### src/rtl/shift_pkg.sv
// Shared types and helpers for the sequential left shifter.
//   shl_state_t : FSM encoding (IDLE, SHIFT, DONE)
//   sat_count   : clamps a requested shift amount to the operand width
package shift_pkg;

  typedef enum logic [1:0] {
    IDLE  = 2'd0,
    SHIFT = 2'd1,
    DONE  = 2'd2
  } shl_state_t;

  // Any amount at or beyond the operand width clears every bit. Clamping here
  // lets the down-counter be only wide enough to hold n.
  function automatic int unsigned sat_count(input int unsigned amt,
                                            input int unsigned n);
    return (amt > n) ? n : amt;
  endfunction

endpackage

### src/rtl/shift_counter.sv
// Loadable down-counter for the shift-step count.
//   clk, rst  : clock, synchronous active-high reset (clears value)
//   load      : load value <= load_val (has priority over dec)
//   load_val  : value to load
//   dec       : decrement by one; ignored when already zero
//   value     : current count
//   zero      : value == 0
module shift_counter #(
  parameter int CW = 3
) (
  input  logic          clk,
  input  logic          rst,
  input  logic          load,
  input  logic [CW-1:0] load_val,
  input  logic          dec,
  output logic [CW-1:0] value,
  output logic          zero
);

  always_ff @(posedge clk) begin
    if (rst) begin
      value <= '0;
    end else if (load) begin
      value <= load_val;
    end else if (dec && (value != '0)) begin
      value <= value - CW'(1);
    end
  end

  assign zero = (value == '0);

endmodule

### src/rtl/shift_left_seq.sv
// Sequential logical left shifter: one bit per clock under a start/done
// handshake.
//   clk        : system clock
//   rst        : synchronous active-high reset; aborts any operation in flight
//   start      : request, sampled only while IDLE
//   a          : operand, captured on accepted start
//   aDesplace  : unsigned shift amount, captured on accepted start (>= N saturates)
//   result     : shifted value, valid with done and held until the next accepted start
//   sign       : result[N-1]
//   overflow   : a 1 bit left position N-1 at some point of the operation
//   busy       : high in SHIFT and DONE
//   done       : single-cycle completion pulse
module shift_left_seq
  import shift_pkg::*;
#(
  parameter int N = 5
) (
  input  logic         clk,
  input  logic         rst,
  input  logic         start,
  input  logic [N-1:0] a,
  input  logic [N-1:0] aDesplace,
  output logic [N-1:0] result,
  output logic         sign,
  output logic         overflow,
  output logic         busy,
  output logic         done
);

  localparam int CW = $clog2(N + 1);

  shl_state_t    state, state_nxt;
  logic [N-1:0]  shreg;
  logic          ovf_q;
  logic          load_en;
  logic          shift_en;
  logic [CW-1:0] cnt_init;
  logic [CW-1:0] cnt_value;
  logic          cnt_zero;

  // Clamp before loading so the counter never needs more than CW bits.
  assign cnt_init = CW'(sat_count(32'(aDesplace), N));

  shift_counter #(.CW(CW)) u_cnt (
    .clk      (clk),
    .rst      (rst),
    .load     (load_en),
    .load_val (cnt_init),
    .dec      (shift_en),
    .value    (cnt_value),
    .zero     (cnt_zero)
  );

  always_ff @(posedge clk) begin
    if (rst) begin
      state <= IDLE;
    end else begin
      state <= state_nxt;
    end
  end

  // Starts arriving in SHIFT or DONE are dropped, not queued: only IDLE looks at start.
  always_comb begin
    state_nxt = state;
    load_en   = 1'b0;
    shift_en  = 1'b0;
    unique case (state)
      IDLE: begin
        if (start) begin
          load_en   = 1'b1;
          state_nxt = SHIFT;
        end
      end
      SHIFT: begin
        if (!cnt_zero) begin
          shift_en = 1'b1;
        end else begin
          state_nxt = DONE;
        end
      end
      DONE:    state_nxt = IDLE;
      default: state_nxt = IDLE;
    endcase
  end

  // Shift register and sticky overflow; both cleared by reset so an aborted
  // operation leaves nothing behind.
  always_ff @(posedge clk) begin
    if (rst) begin
      shreg <= '0;
      ovf_q <= 1'b0;
    end else if (load_en) begin
      shreg <= a;
      ovf_q <= 1'b0;
    end else if (shift_en) begin
      shreg <= {shreg[N-2:0], 1'b0};
      ovf_q <= ovf_q | shreg[N-1];
    end
  end

  assign result   = shreg;
  assign sign     = shreg[N-1];
  assign overflow = ovf_q;
  assign busy     = (state != IDLE);
  assign done     = (state == DONE);

endmodule

### config.mk
export PLATFORM = sky130hd
export DESIGN_NAME = shift_left_seq
export DESIGN_NICKNAME = d
export VERILOG_FILES = /design/src/rtl/shift_pkg.sv /design/src/rtl/shift_counter.sv /design/src/rtl/shift_left_seq.sv
export SDC_FILE = /design/constraint.sdc
export NUM_CORES = 1
export LEC_CHECK = 0
export BUFFER_PORTS_ARGS = -buffer_cell sky130_fd_sc_hd__buf_2
export CAP_MARGIN = 20
export CELL_PAD_IN_SITES_DETAIL_PLACEMENT = 1
export CELL_PAD_IN_SITES_GLOBAL_PLACEMENT = 2
export CORE_ASPECT_RATIO = 0.75
export CORE_MARGIN = 3
export CORE_UTILIZATION = 24
export DETAILED_ROUTE_END_ITERATION = 16
export PLACE_DENSITY_LB_ADDON = 0.2
export SYNTH_ARGS = -nofsm -noshare
export SYNTH_HDL_FRONTEND = slang
export SYNTH_SLANG_ARGS = --single-unit
### constraint.sdc
create_clock -name clk -period 1.72 [get_ports clk]
set_input_delay 0.172 -clock clk [delete_from_list [all_inputs] [get_ports clk]]
set_output_delay 0.172 -clock clk [all_outputs]
set_load 0.02 [all_outputs]
Yosys cells after proc, flatten, opt, wreduce, memory -nomap -nowiden
Cells that the tools add are included.
Cells by class
  add/sub/neg operators: 1
  magnitude comparators: 1
  equal/unequal tests: 4
  mux-type cells: 12
  bitwise operators: 1
  reductions and logical operators: 9
Operator list (number)
  $mux 5: 2
  $mux 3: 3
  $reduce_bool 2->1: 3
  $gt 5x3->1 const B: 1
  $mux 1: 4
  $mux 2: 2
  $ne 2x2->1 const B: 2
  $pmux 2 s2: 1
  $logic_not 3->1: 1
  $reduce_bool 3->1: 1
  $sub 3x1->3 const B: 1
  $eq 2x1->1 const B: 1
  $eq 2x2->1 const B: 1
  $logic_not 2->1: 1
  $reduce_and 2->1: 1
  $reduce_or 2->1: 1
  $logic_and 1x1->1: 1
  $or 1x1->1: 1
Word-level totals
  flip-flop bits (word level): 11
  bits of input ports: 13
  output and inout port bits: 9

Longest topological paths before layout
  depth in word-level cells: 6
  depth in mapped cells: 7
  mapped depth without buffers: 6

Modules after synthesis
From an unflattened synthesis, not the netlist that was laid out.
Second synthesis, totals
  cells, all modules: 63
  area total of the unflattened synthesis: 571.8 sq um
By module, submodules not included
  shift_left_seq: instances 1, cells an instance 42, area an instance 389.1 sq um
  shift_counter: instances 1, cells an instance 21, area an instance 182.7 sq um

Least setup slack after synthesis
No wires, ideal clock.
  path kind: register to register
  from: register u_cnt.value[0]
  to: register u_cnt.value[2]
  arrival: 1570 ps
  required time: 1653 ps
  setup slack: 83 ps
  stages on the path, launching flop included: 8
  path buffers: 1
  path through: dfxtp_1 -> inv_1 -> ha_1 -> ha_1 -> or3b_1 -> buf_2 -> o22a_1 -> a21oi_2
Between the ends
  cells in the longest elaborated chain, start to end: 5
  elaborated cells between the ends (all ways): 9
  those cells by class: add/sub: 1; mux: 4; reduce/logical: 4
RTL lines
  from (decl): RTL line shift_counter.sv:16  | output logic [CW-1:0] value,
  from (signal assigned): RTL line shift_counter.sv:24  | value <= load_val;
  from (signal assigned): RTL line shift_counter.sv:26  | value <= value - CW'(1);
  parallel branches: the longest is 5 deep, another holds $sub 3x1->3
Several ways; the timed one is not identified. The select of a mux whose other input is x is not followed.
A chain may end at the register's enable or synchronous reset.

Final worst setup path
  from: register u_cnt.value[0]
  to: register shreg[0] (netlist: result[0])
Between the ends
  cells in the longest elaborated chain, start to end: 4
RTL lines
  $logic_not 3->1: RTL line shift_counter.sv:30  | assign zero = (value == '0);
  $mux 1: RTL line shift_left_seq.sv:75  | if (!cnt_zero) begin
  $mux 1: RTL line shift_left_seq.sv:67  | unique case (state)
  $reduce_bool 2->1 (no line)
  to (signal assigned): RTL line shift_left_seq.sv:96  | shreg <= {shreg[N-2:0], 1'b0};
  to (decl): RTL line shift_left_seq.sv:33  | logic [N-1:0] shreg;
No other way between the ends.

==> flow_summary.ini <==
[power_and_ir_drop]
p_per_area_nw_per_um2 = 911
fin_total_pwr_mw = 0.712
vdd_drop_max_mv = 0.428
p_leak_nw = 0.335

[clocking]
cts_tree = built
cts-root-buf = clkbuf_4
worst_setup_hold_path_clk_slew_ns = 0.07
clockBufferDepth = 2
h-tree-depth = 1
clk_latency_ns = 0.27
cts_setup_buffers = 0
cts.sinks = 11
cts_buffers = 3
cts_hold_buf = 0

[route]
wl_microns = 1670
detail-route-antenna-nets = 0
met1_length_microns = 883
drt_iter0_drc = 6
highest_layer = met4
dr.pass1.iters = 4
vias = 548
viasPerCell = 4.46
dr_wl_met2_microns = 686
drc_errors = 0
wl_met3_microns = 90
wire_per_inst_microns = 13.6

[worst_setup_path]
reg2regPathDepth = 7
worstPathRequired_ns = 1.88
cp-end-kind = flop
critical_path_class = flop to flop
path_max_fanout = 5
critPathLaunchType = flop
critical_path_arrival_ns = 1.77

[die]
dieHeight_microns = 49.1
dieArea_sq_um = 3120
num_rows = 14
die_w_microns = 63.5
start_util_pct = 27.4
core_area_sq_um = 2170
ios = 22

[sta]
post-route-min-period_ns = 1.61
tightest_slew_ns = 0.408
final_max_slew_viol_count = 0
fmax_mhz = 623
fin_crit_sh_pct = 93.4
skew_ns = 0.00188
setup_viol = 0
hold_viol = 0
max-slew-margin-rel_pct = 72.7
rsz0062_at_grt = no
setup_tns_ns = 0

[global_route]
antenna_found_initial = 0
grt_pass1_vias = 602
gr-total-overflow = 0
grt_util_all_layers_pct = 11.7
grt_first_pass_wirelength_microns = 2880
grt_max_degree = 13

[worst_hold_path]
min_path_type = input port to flop
worstHoldPathCells = 3

[yosys]
synth-seq-area-share_pct = 37.0
syn-cell-area_sq_um = 596
syn_avg_cell_area_sq_um = 9.16
synth_warnings = 0
netlist_instances = 65
synth_top_area_cell = dfxtp_1
synth_fp_nets = 80
netlist_top_cells_area = dfxtp_1 37%, nand3b_1 7.6%, a21oi_1 5.9%
synth_top_area_share_pct = 37.0
synth.distinct_cells = 29
ys_ff_latch = 11

[layout]
finalNetCount = 107
diodes = 0
syn_to_final_growth_pct = 31.3
drive_gt1_share_pct = 45.1

[place]
gp_congestion = 0.685
place_hpwl_microns = 1250
port_buffers = 21

[outcome]
status = completed

[run]
drv_cap = 0
## final timing paths
path                                      from             end  slack (ns)
worst min register to register  u_cnt.value[2]  u_cnt.value[2]        0.49
worst min-delay path                      a[0]       result[0]        0.15
worst max register to register  u_cnt.value[0]       result[0]        0.11
worst max-delay path            u_cnt.value[0]       result[0]        0.11
## worst max-delay path: stages, from the launching register on
cell and delay (ns):
dfxtp_2 0.33, inv_1 0.04, ha_1 0.20, ha_2 0.20, or3b_4 0.41, buf_4 0.16, nand3_1 0.08, a21oi_1 0.07
## through the flow
stage	area [sq um]	setup slack, ns	util, %	std cells	hold WS [ns]
2_1_floorplan	596	0.0826	-	65	0.308
3_5_place_dp	743	0.0342	34.2	119	0.450
4_1_cts	769	0.00788	35.4	123	0.154
6_report	782	0.114	36.0	123	0.153
5_1_grt	782	0.0186	36.0	123	0.170
3_3_place_gp	743	0.0897	34.2	119	0.456
## layer usage
metal,up-vias,global-route usage [%]
met5,-,0
met2,14,16.6
met3,3,5.07
met4,0,2.15
li1,289,-
met1,242,16.5
## synthesized netlist by cell type (all sizes together)
cell type	count
nand3b	6
a221oi	1
a21o	3
nor2	2
a311oi	1
nor3b	2
nand2	3
xnor2	1
or3b	2
and4bb	1
a21oi	8
nand3	5
buf	5
nor3	3
or2	1
inv	3
dfxtp	11
a211oi	1
ha	2
o22a	1
nor2b	1
a2111oi	1
clkbuf	1
## kinds of logic (layout without fill, tap and decap cells)
family	Yosys count	in the layout	share of synthesized area (%)
xor gates and xnor gates	1	1	1.47
and+or+nand+nor	26	26	28.4
buffers and inverters	9	35	10.3
AOI/OAI and AO/OA	16	16	18.7
DFF	11	11	37.0
adders and majority gates	2	2	4.20
## flip-flops by register name (all words and copies together) (netlist names)
signal and count:
overflow 1, result 5, state 2, u_cnt.value 3
## cells in the final DEF, fill, tap and decap left out, drive strengths merged, types with 2 or more instances in the layout
cell and instances:
nand3 5, nand2 3, a21oi 8, or3b 2, buf 28, nor3 3
inv 3, dfxtp 11, a21o 3, nand3b 6, clkbuf 4, ha 2
nor2 2, nor3b 2
## power by group
group,switching [mW],leakage [nW],internal (mW)
clock network,0.0916,0.0150,0.0899
logic,0.111,0.229,0.114
registers,0.0249,0.0908,0.280
total,0.228,0.335,0.484
## layout make-up
cell class / count / area (sq um)
well taps: 32 / 40.0
inverters: 3 / 11.3
clock buffers: 4 / 26.3
fillers: 285 / 1390
multi-input cells: 45 / 325
flip-flops and latches: 11 / 221
repair buffers: 28 / 158
## timing repair
item	in CTS	in global routing
resized for setup	0	4
endpoints found under the hold margin	0	0
setup endpoints to repair	0	9
Power figures use the tool's default switching activity.
